`config.mk`:
```
export PLATFORM = sky130hd
export DESIGN_NAME = alu_shift_seq
export DESIGN_NICKNAME = d
export VERILOG_FILES = /design/src/rtl/alu_shift_pkg.sv /design/src/rtl/alu_shift_step.sv /design/src/rtl/alu_shift_seq.sv
export SDC_FILE = /design/constraint.sdc
export NUM_CORES = 1
export LEC_CHECK = 0
export CORE_MARGIN = 2
export CORE_UTILIZATION = 38
export CTS_CLUSTER_DIAMETER = 50
export DETAILED_ROUTE_END_ITERATION = 8
export SLEW_MARGIN = 20
export SYNTH_ARGS = -nofsm -noshare
export SYNTH_HDL_FRONTEND = slang
export SYNTH_SLANG_ARGS = --single-unit
```
`constraint.sdc`:
```
create_clock -name clk -period 2.6 [get_ports clk]
set_input_delay 0.52 -clock clk [delete_from_list [all_inputs] [get_ports clk]]
set_output_delay 0.52 -clock clk [all_outputs]
set_load 0.005 [all_outputs]
```
`src/rtl/alu_shift_pkg.sv`:
```
// Shared encodings for the sequential shift/rotate unit.
package alu_shift_pkg;

  typedef enum logic [2:0] {
    OP_ROL  = 3'd0,
    OP_ROR  = 3'd1,
    OP_SHL  = 3'd2,
    OP_SHR  = 3'd3,
    OP_SHRA = 3'd4
  } op_e;

  typedef enum logic [1:0] {
    IDLE = 2'd0,
    RUN  = 2'd1,
    DONE = 2'd2
  } state_e;

endpackage

```
`src/rtl/alu_shift_step.sv`:
```
// Combinational single-step mover: shifts or rotates value by k (0..STEP) bits.
module alu_shift_step
  import alu_shift_pkg::*;
#(
  parameter int unsigned WIDTH = 32,
  parameter int unsigned STEP  = 4,
  localparam int unsigned KW   = $clog2(STEP + 1)
) (
  input  logic [WIDTH-1:0] value,
  input  logic [2:0]       op,
  input  logic [KW-1:0]    k,
  output logic [WIDTH-1:0] moved_c
);

  logic [2*WIDTH-1:0] dbl;

  // Rotates use a doubled word so the wrapped bits fall out of one shift.
  always_comb begin
    moved_c = value;
    dbl     = '0;
    case (op)
      OP_ROL: begin
        dbl     = {value, value} << k;
        moved_c = dbl[2*WIDTH-1:WIDTH];
      end
      OP_ROR: begin
        dbl     = {value, value} >> k;
        moved_c = dbl[WIDTH-1:0];
      end
      OP_SHL:  moved_c = value << k;
      OP_SHR:  moved_c = value >> k;
      OP_SHRA: moved_c = WIDTH'($signed(value) >>> k);
      default: moved_c = value;
    endcase
  end

endmodule

```
`src/rtl/alu_shift_seq.sv`:
```
// Multi-cycle shift/rotate unit: moves the operand by up to STEP bits per cycle.
module alu_shift_seq
  import alu_shift_pkg::*;
#(
  parameter int unsigned WIDTH = 32,
  parameter int unsigned STEP  = 4,
  localparam int unsigned CNT_W = $clog2(WIDTH)
) (
  input  logic             clk,
  input  logic             clr,
  input  logic             start,
  input  logic [2:0]       op,
  input  logic [WIDTH-1:0] in,
  input  logic [CNT_W-1:0] amount,
  output logic             busy,
  output logic             done,
  output logic [WIDTH-1:0] out
);

  localparam int unsigned KW = $clog2(STEP + 1);

  state_e           state;
  logic [WIDTH-1:0] work;
  logic [2:0]       op_q;
  logic [CNT_W-1:0] rem;
  logic [KW-1:0]    k_c;
  logic [WIDTH-1:0] moved_c;
  logic             legal_c;
  logic [CNT_W-1:0] amt_c;

  // Bits moved this cycle: min(STEP, remaining).
  always_comb begin
    k_c = KW'(rem);
    if (32'(rem) >= STEP) k_c = KW'(STEP);
  end

  // Illegal ops degrade to a zero-distance pass-through.
  always_comb begin
    legal_c = (op <= OP_SHRA);
    amt_c   = legal_c ? amount : '0;
  end

  alu_shift_step #(
    .WIDTH (WIDTH),
    .STEP  (STEP)
  ) u_step (
    .value   (work),
    .op      (op_q),
    .k       (k_c),
    .moved_c (moved_c)
  );

  always_ff @(posedge clk) begin
    if (!clr) begin
      state <= IDLE;
      busy  <= 1'b0;
      done  <= 1'b0;
      out   <= '0;
      work  <= '0;
      op_q  <= OP_ROL;
      rem   <= '0;
    end else begin
      case (state)
        IDLE: begin
          done <= 1'b0;
          if (start) begin
            work <= in;
            op_q <= op;
            rem  <= amt_c;
            busy <= 1'b1;
            if (amt_c == '0) begin
              state <= DONE;
              done  <= 1'b1;
              out   <= in;
            end else begin
              state <= RUN;
            end
          end
        end
        RUN: begin
          work <= moved_c;
          rem  <= rem - CNT_W'(k_c);
          // Result and done are registered on the transition into DONE.
          if (rem == CNT_W'(k_c)) begin
            state <= DONE;
            done  <= 1'b1;
            out   <= moved_c;
          end
        end
        DONE: begin
          state <= IDLE;
          busy  <= 1'b0;
          done  <= 1'b0;
        end
        default: begin
          state <= IDLE;
          busy  <= 1'b0;
          done  <= 1'b0;
        end
      endcase
    end
  end

endmodule

```
# ---- Yosys cells after proc, flatten, opt, wreduce, memory -nomap -nowiden
# Index checks and enable logic that the tools add are counted.
dict set report classes {
  n_reduce_logical 9
  n_lt_le_gt_ge 2
  n_eq_ne 9
  mux 21
  bitwise 1
  shifts 5
  addsub 1
}
# cell n
set ops {}
lappend ops {{$pmux W32 S5} 1}
lappend ops {{$mux W32} 4}
lappend ops {{$pmux W32 S2} 2}
lappend ops {{$shl A64 B3 Y64} 1}
lappend ops {{$shr A64 B3 Y32} 1}
lappend ops {{$shl A32 B3 Y32} 1}
lappend ops {{$shr A32 B3 Y32} 1}
lappend ops {{$sshr A32 B3 Y32} 1}
lappend ops {{$mux W5} 2}
lappend ops {{$pmux W5 S2} 1}
lappend ops {{$reduce_and A2 Y1} 4}
lappend ops {{$eq A3 B2 Y1 const B} 2}
lappend ops {{$mux W2} 3}
lappend ops {{$ne A2 B2 Y1 const B} 3}
lappend ops {{$eq A5 B3 Y1} 1}
lappend ops {{$ge A5 B3 Y1 const B} 1}
lappend ops {{$logic_not A5 Y1} 1}
lappend ops {{$sub A5 B3 Y5} 1}
lappend ops {{$mux W1} 4}
lappend ops {{$pmux W1 S2} 2}
lappend ops {{$pmux W2 S2} 1}
lappend ops {{$reduce_and A4 Y1} 1}
lappend ops {{$eq A3 B1 Y1 const B} 1}
lappend ops {{$eq A3 B3 Y1 const B} 1}
lappend ops {{other kinds (7)} 7}
dict set report word_totals {
  in_bits 43
  reg_bits 76
}

# ---- Logic depth before layout (Yosys ltp)
# Gate-level depths: netlist (run 1).
dict set report depth {
  word_depth 6
  ltp_mapped 10
  ltp_nobuf 7
}

# ---- Cells and area by module
# A second synthesis (run 1) with hierarchy kept.
dict set report unflattened {
  cells_unflattened 703
  area_unflattened_um2 6737.7
}
# module n_inst cells_per_inst area_each_um2 seq_area_each_um2
set by_module_without_submodules {}
lappend by_module_without_submodules {alu_shift_seq 1 334 3390.8 1521.5}
lappend by_module_without_submodules {alu_shift_step 1 369 3347.0 0.0}

# ---- Worst setup path after synthesis (run 1)
# OpenSTA, ideal clock, no wires.
dict set report synth_path {
  kind {reg2reg}
  startpoint {reg rem[1]}
  endpoint {reg out[15]}
  arrival_time_ns 2.099
  path_stages_with_launch 10
  slack_ns 0.387
  t_required_ns 2.486
  cell_sequence {dfxtp_1 > buf_2 > or4_1 > clkbuf_1 > buf_2 > a211oi_2 > o32ai_1 > a211oi_1 > a221oi_1 > a21o_1}
}
dict set report synth_between {
  elab_chain_len 6
  elab_cells_between_ends 13
}
# item line_no
set synth_rtl {}
lappend synth_rtl {{from (decl)} alu_shift_seq.sv:25} ;# logic [CNT_W-1:0] rem;
lappend synth_rtl {{from (signal assigned)} alu_shift_seq.sv:69} ;# rem <= amt_c;
lappend synth_rtl {{from (signal assigned)} alu_shift_seq.sv:82} ;# rem <= rem - CNT_W'(k_c);
lappend synth_rtl {{$ge A5 B3 Y1} alu_shift_seq.sv:34} ;# if (32'(rem) >= STEP) k_c = KW'(STEP);
lappend synth_rtl {{$mux W3} alu_shift_seq.sv:34}
lappend synth_rtl {{$sshr A32 B3 Y32 (tied with other cells)} alu_shift_step.sv:32} ;# OP_SHRA: moved_c = WIDTH'($signed(value) >>> k);
lappend synth_rtl {{$pmux W32 S5} alu_shift_step.sv:21} ;# case (op)
lappend synth_rtl {{$mux W32} alu_shift_seq.sv:84} ;# if (rem == CNT_W'(k_c)) begin
lappend synth_rtl {{$pmux W32 S2} alu_shift_seq.sv:63} ;# case (state)
lappend synth_rtl {{to (signal assigned)} alu_shift_seq.sv:74} ;# out <= in;
lappend synth_rtl {{to (signal assigned)} alu_shift_seq.sv:87} ;# out <= moved_c;
lappend synth_rtl {{to (decl)} alu_shift_seq.sv:17} ;# output logic [WIDTH-1:0] out
# Several ways; a longest one is shown, not always the timed one. The select of a mux whose other input is x is not followed.
# A chain may end at the register's enable or synchronous reset.

# ---- Final worst setup path (run 1)
dict set report layout_path {
  startpoint {reg rem[3]}
  endpoint {reg out[8]}
}
# The elaborated chain is that of the path after synthesis.

==> results_dict.tcl, run 1 <==
set metrics [dict create \
    synthTopCellsByArea "dfxtp_1, a21oi_1, o21ai_0" \
    ys_types 71 \
    leakage_nw 2.73 \
    endpoint "out[8]" \
    via_per_inst 6.67 \
    numCtsBuffers 9 \
    stdcell_area_mm2 0.00734 \
    crit_type "flop to flop" \
    fp.dieW_um 127 \
    setup_tns_ns 0 \
    startpoint_type "flop" \
    timing.rr.end "out[8]" \
    cts_tree "built" \
    drtAntennaViolNets 0 \
    synth_edf_count 0 \
    dieArea_mm2 0.0162 \
    drt-total-wl_um 25500 \
    clk_latency_ns 0.36 \
    syn_nets 840 \
    fmax_ghz 0.397 \
    rrSetupSlack_ns 0.08 \
    rsz0062_at_grt "yes" \
    placed_area_mm2 0.00702 \
    syn-cell-area_mm2 0.00576 \
    ys_seq_area_share_pct 26.4 \
    core_region_area_mm2 0.0150 \
    clock_sink_count 76 \
    reg2reg_from "rem[3]" \
    slew_headroom_pct 37.6 \
    layout_setup_ws_ns 0.0798 \
    pre_cts_ws_ns 0.0980 \
    power_w 0.00454 \
    synth_seq_cells 76 \
    drive_gt1_share_pct 13.9 \
    slowest_delay_ns 0.59 \
    fin_skew_ns 0.00955 \
    cp_cell_sequence "or4b_4, buf_4, nand2_1, a21oi_1, a2111oi_1, a21oi_1, a22o_1" \
    num-fill-cells 1493 \
    initial_utilization_pct 38.3 \
    cellPowerDensity_mw_per_mm2 618 \
    drc_errors 0 \
    reg2regPathDepth 7 \
    diodes 0 \
    port_buffers 76 \
    num_vias 7093 \
    grt_pass1_vias 6992 \
    maxCapViolations 0 \
    cts_root_buf "clkbuf_16" \
    final_common_cell "nand2_1" \
    yosys_warnings 0 \
    gp_congestion 0.991 \
    required_ns 2.84 \
    min_period_ns 2.52 \
    finalHoldWorstSlack_ns 0.450 \
    drt_pass1_iterations 6 \
    setup_violations 0 \
    syn_avg_cell_area_um2 7.24 \
    syn_to_final_growth_pct 27.4 \
    grt_antenna_before_repair 0 \
    critPathCaptureType "flop" \
    num_io_pins 77 \
    crit_path_top_delay_cell "or4b_4" \
    ys.flop_type "dfxtp_1" \
    final_cell_mix "nand2_1, buf_4, dfxtp_1, clkdlybuf4s50_1, a21oi_1" \
    outcome "completed" \
    num-nets-final 915 \
    wire_per_inst_um 23.9 \
    final-max-slew-violation-count 0 \
    die_height_um 127 \
    grt_max_degree 26 \
    place_hpwl_um 18300 \
    yosysTopAreaCellShare_pct 26.4 \
    grt_pass1_wl_um 40000 \
    gr-total-overflow 0 \
    ir_drop_uv 391 \
    clk_path_buf_depth 2 \
    finalCritPeriodShare_pct 96.9 \
    hold_violations 0 \
    cp.arrival_ns 2.76 \
    postSynthCellCount 796 \
    h-tree-depth 3 \
    worst_pin_slew_ns 0.932 \
    first_iter_violations 1007 \
    cts.reportedPaths.clkPinSlew_ns 0.06 \
    track_usage_pct 31.5 \
    synth_top_cell_by_area "dfxtp_1" \
    async_flop_share_pct 0 \
    fp-row-count 45 \
    critPathLaunch "rem[3]" \
    path_common_cell "a21oi_1" \
    cp_max_fo 15 \
    min_path_type "flop to flop" \
]
==> where the power goes <==
| group | total (W) | leakage, nW | switching [W] | internal [W] |
|---|---|---|---|---|
| Clock | 0.00129 | 0.142 | 0.000547 | 0.000744 |
| Sequential | 0.00148 | 0.625 | 0.000194 | 0.00128 |
| Combinational | 0.00177 | 1.96 | 0.00103 | 0.000745 |
==> worst min path at each step <==
stage / startpoint / end / slack [ns] / cells past startpoint
6_report: out[20] / out[20] / 0.45 / 2
5_1_grt: out[19] / out[19] / 0.47 / 1
4_1_cts: out[20] / out[20] / 0.46 / 2
3_3_place_gp: out[19] / out[19] / 0.43 / 1
2_1_floorplan: out[12] / out[12] / 0.44 / 2
3_5_place_dp: out[17] / out[17] / 0.44 / 1
==> cells in the mapped netlist, types with 4 or more instances <==
master     count
nand2_1       92
dfxtp_1       76
a21oi_1       74
o21ai_0       71
clkbuf_1      66
nor2_1        65
a221oi_1      24
a211oi_1      21
nor3_1        21
buf_2         18
a22oi_1       17
mux2i_1       17
nand3_1       14
nor2b_1       13
a2111oi_0     12
a21o_1        12
o21a_1        12
a31oi_1       11
o221ai_1      11
o22ai_1       11
inv_1          8
nor4_1         7
o211ai_1       7
o2bb2ai_1      6
or3_1          6
a211o_1        5
a311oi_1       5
and2_1         5
buf_1          5
o41ai_1        5
or2_2          5
a21boi_0       4
a22o_1         4
a311o_1        4
nand3b_1       4
o221a_2        4
o31ai_1        4
==> kinds of logic after synthesis <==
| family | Yosys count | share of synthesized area, % |
|---|---|---|
| buffers and inverters | 101 | 7.32 |
| multiplexers | 21 | 4.32 |
| AND/OR/NAND/NOR | 246 | 20.0 |
| AO/OA/AOI/OAI | 350 | 41.7 |
| flip-flops | 76 | 26.4 |
| adder cells (fa/ha/maj) | 1 | 0.217 |
| other | 1 | 0.0651 |
==> worst max-delay path, delay by kind of cell, from the launching register on <==
family | cells | cell delay (ns)
AO/OA/AOI/OAI | 4 | 1.01
AND/OR/NAND/NOR | 2 | 0.75
flip-flops | 1 | 0.41
buffers and inverters | 1 | 0.24
==> timing repair <==
item,in CTS,in global routing
setup buffers,0,0
hold buffers,0,0
gates resized for setup,0,10
setup endpoints to repair,0,18
==> per-stage QoR <==
stage | instances | util, %
final | 1064 | 48.8
after global routing | 1064 | 48.8
after CTS | 1064 | 48.6
after detailed placement | 1048 | 46.7
after global placement | 1048 | 46.7
after floorplan | 796 | -
==> cell type report <==
class / count / area, µm² / area share [%]
inverter: 8 / 30.0 / 0.409
multi-input combinational: 619 / 3860 / 52.7
clock inverter: 6 / 65.1 / 0.886
clock buffer: 10 / 229 / 3.12
timing repair buffer: 157 / 1390 / 19.0
sequential: 76 / 1520 / 20.7
tap: 188 / 235 / 3.20
==> state kept, by name, summed over array words and instances (netlist names) <==
name and count:
work 32, busy 1, done 1, op_q 3, state 2, out 32, rem 5
==> metal layers <==
metal	up-vias	global-route usage, %	wire length (µm)
met5	-	0	0
met4	0	12.1	703
met3	56	6.99	2530
met2	456	49.4	11500
met1	3390	42.5	10700
li1	3191	-	-
No activity file was read; power rests on OpenSTA's default activity.
==> run 2: changes to the inputs <==
CAP_MARGIN = 20   (was not set)
REMOVE_ABC_BUFFERS = 1   (was not set)
==> run 2 against run 1 <==
  * Total power is 1.6% higher
  * Design area is 1.2% higher
  * Fmax is 0.17% lower
  * Sequential cell count stayed put
  * Critical endpoint is now out[28]
  * Core utilization is 0.60 points higher
==> results_dict.tcl, run 2 (same netlist as run 1, synthesis figures left out) <==
set metrics [dict create \
    clk_latency_ns 0.36 \
    cts_tree "built" \
    cts_root_buf "clkbuf_16" \
    post-cts-setup-buffer-count 0 \
    num-nets-final 916 \
    grt_max_degree 34 \
    min_from "out[3]" \
    drtAntennaViolNets 0 \
    numCtsBuffers 9 \
    place_hpwl_um 17900 \
    num-fill-cells 1469 \
    drive_gt1_share_pct 14.5 \
    core_region_area_mm2 0.0150 \
    clk_path_buf_depth 2 \
    required_ns 2.83 \
    hold_violations 0 \
    multi_input_area_mm2 0.00388 \
    num_io_pins 77 \
    grt_antenna_before_repair 0 \
    ir_drop_uv 311 \
    crit_type "flop to flop" \
    slew_headroom_pct 51.2 \
    via_per_inst 6.65 \
    fp-row-count 45 \
    num_vias 7084 \
    outcome "completed" \
    syn_to_final_growth_pct 29.0 \
    finalCritPeriodShare_pct 97.1 \
    min_period_ns 2.52 \
    ctsHoldBuffers 0 \
    maxCapViolations 0 \
    gp_congestion 0.947 \
    final_common_cell "nand2_1" \
    cp.arrival_ns 2.76 \
    drt_pass1_iterations 6 \
    dieArea_mm2 0.0162 \
    cellPowerDensity_mw_per_mm2 621 \
    fp.dieW_um 127 \
    h-tree-depth 3 \
    die_height_um 127 \
    gr-total-overflow 0 \
    fin_skew_ns 0.00758 \
    port_buffers 76 \
    finalHoldWorstSlack_ns 0.456 \
    clock_sink_count 76 \
    wire_per_inst_um 23.7 \
    grt_pass1_vias 6629 \
    diodes 0 \
    rsz0062_at_grt "no" \
    critPathCaptureType "flop" \
    initial_utilization_pct 38.3 \
    startpoint_type "flop" \
    seqCellArea_mm2 0.00152 \
    top_regs "out x32, work x32, rem x5" \
    cts.reportedPaths.clkPinSlew_ns 0.06 \
    fmax_ghz 0.396 \
    track_usage_pct 30.7 \
    critPathLaunch "rem[3]" \
    final_cell_mix "nand2_1, dfxtp_1, clkdlybuf4s50_1, buf_4, a21oi_1" \
    worst_pin_slew_ns 0.732 \
    cp_max_fo 10 \
    final-max-slew-violation-count 0 \
    leakage_nw 2.78 \
    drc_errors 0 \
    drt-total-wl_um 25200 \
    first_iter_violations 1027 \
    reg2reg_from "rem[3]" \
    placed_area_mm2 0.00708 \
    setup_violations 0 \
    min_path_type "flop to flop" \
    stdcell_area_mm2 0.00743 \
    grt_pass1_wl_um 38600 \
    ctsResizeCount 0 \
]
==> run 2: changes by cell type in the layout (fill, tap and decap cells not counted), moves of 2 or more <==
cell and change:
a211oi_1 -2, a2111oi_1 -2, clkbuf_8 +2, a211oi_2 +2
buf_12 +4, buf_4 -3
==> run 2: path summary, 6_finish.rpt <==
kind | endpoint | slack [ns] | cells past startpoint
worst min-delay path | out[3] | 0.46 | 2
worst max register to register | out[28] | 0.08 | 8
worst max-delay path | out[28] | 0.08 | 8
worst min register to register | out[3] | 0.46 | 2
==> run 2: report_power, final <==
part | switching (W) | internal, W
logic | 0.00104 | 0.000756
clock network | 0.000547 | 0.000798
registers | 0.000189 | 0.00128
total | 0.00177 | 0.00284
==> run 2: layout make-up <==
type	count	share of cell area, %
clock buffer	11	3.40
clock inverter	5	0.775
inverter	8	0.404
multi-input combinational	619	52.2
sequential	76	20.5
tap	188	3.17
timing repair buffer	158	19.5
==> run 2: metrics by stage <==
stage | TNS [ns] | setup slack, ns | instances | power [W] | utilization (%)
floorplan | -78.10 | -1.60 | 703 | 0.00235 | -
global placement | 0 | 0.0356 | 1049 | 0.00320 | 47.1
detailed placement | 0 | 0.00863 | 1049 | 0.00321 | 47.1
CTS | 0 | 0.00441 | 1065 | 0.00456 | 49.2
global route | 0 | 0.00850 | 1065 | 0.00481 | 49.4
finish | 0 | 0.0754 | 1065 | 0.00461 | 49.4
==> run 2: critical path, cell delays in order, from the launching register on <==
cell and delay [ns]:
dfxtp_1 0.39, buf_4 0.18, nor4b_4 0.33, buf_4 0.27, mux2_2 0.38, o211a_1 0.22
o22ai_1 0.27, o311a_1 0.27, o22ai_1 0.09
==> run 2: routing by layer <==
| layer | routed length [µm] | GRT usage, % | vias to the layer above |
|---|---|---|---|
| li1 | - | - | 3190 |
| met1 | 11000 | 42.7 | 3393 |
| met2 | 11400 | 47.8 | 444 |
| met3 | 2210 | 5.36 | 57 |
| met4 | 634 | 11.8 | 0 |
| met5 | 0 | 0 | - |
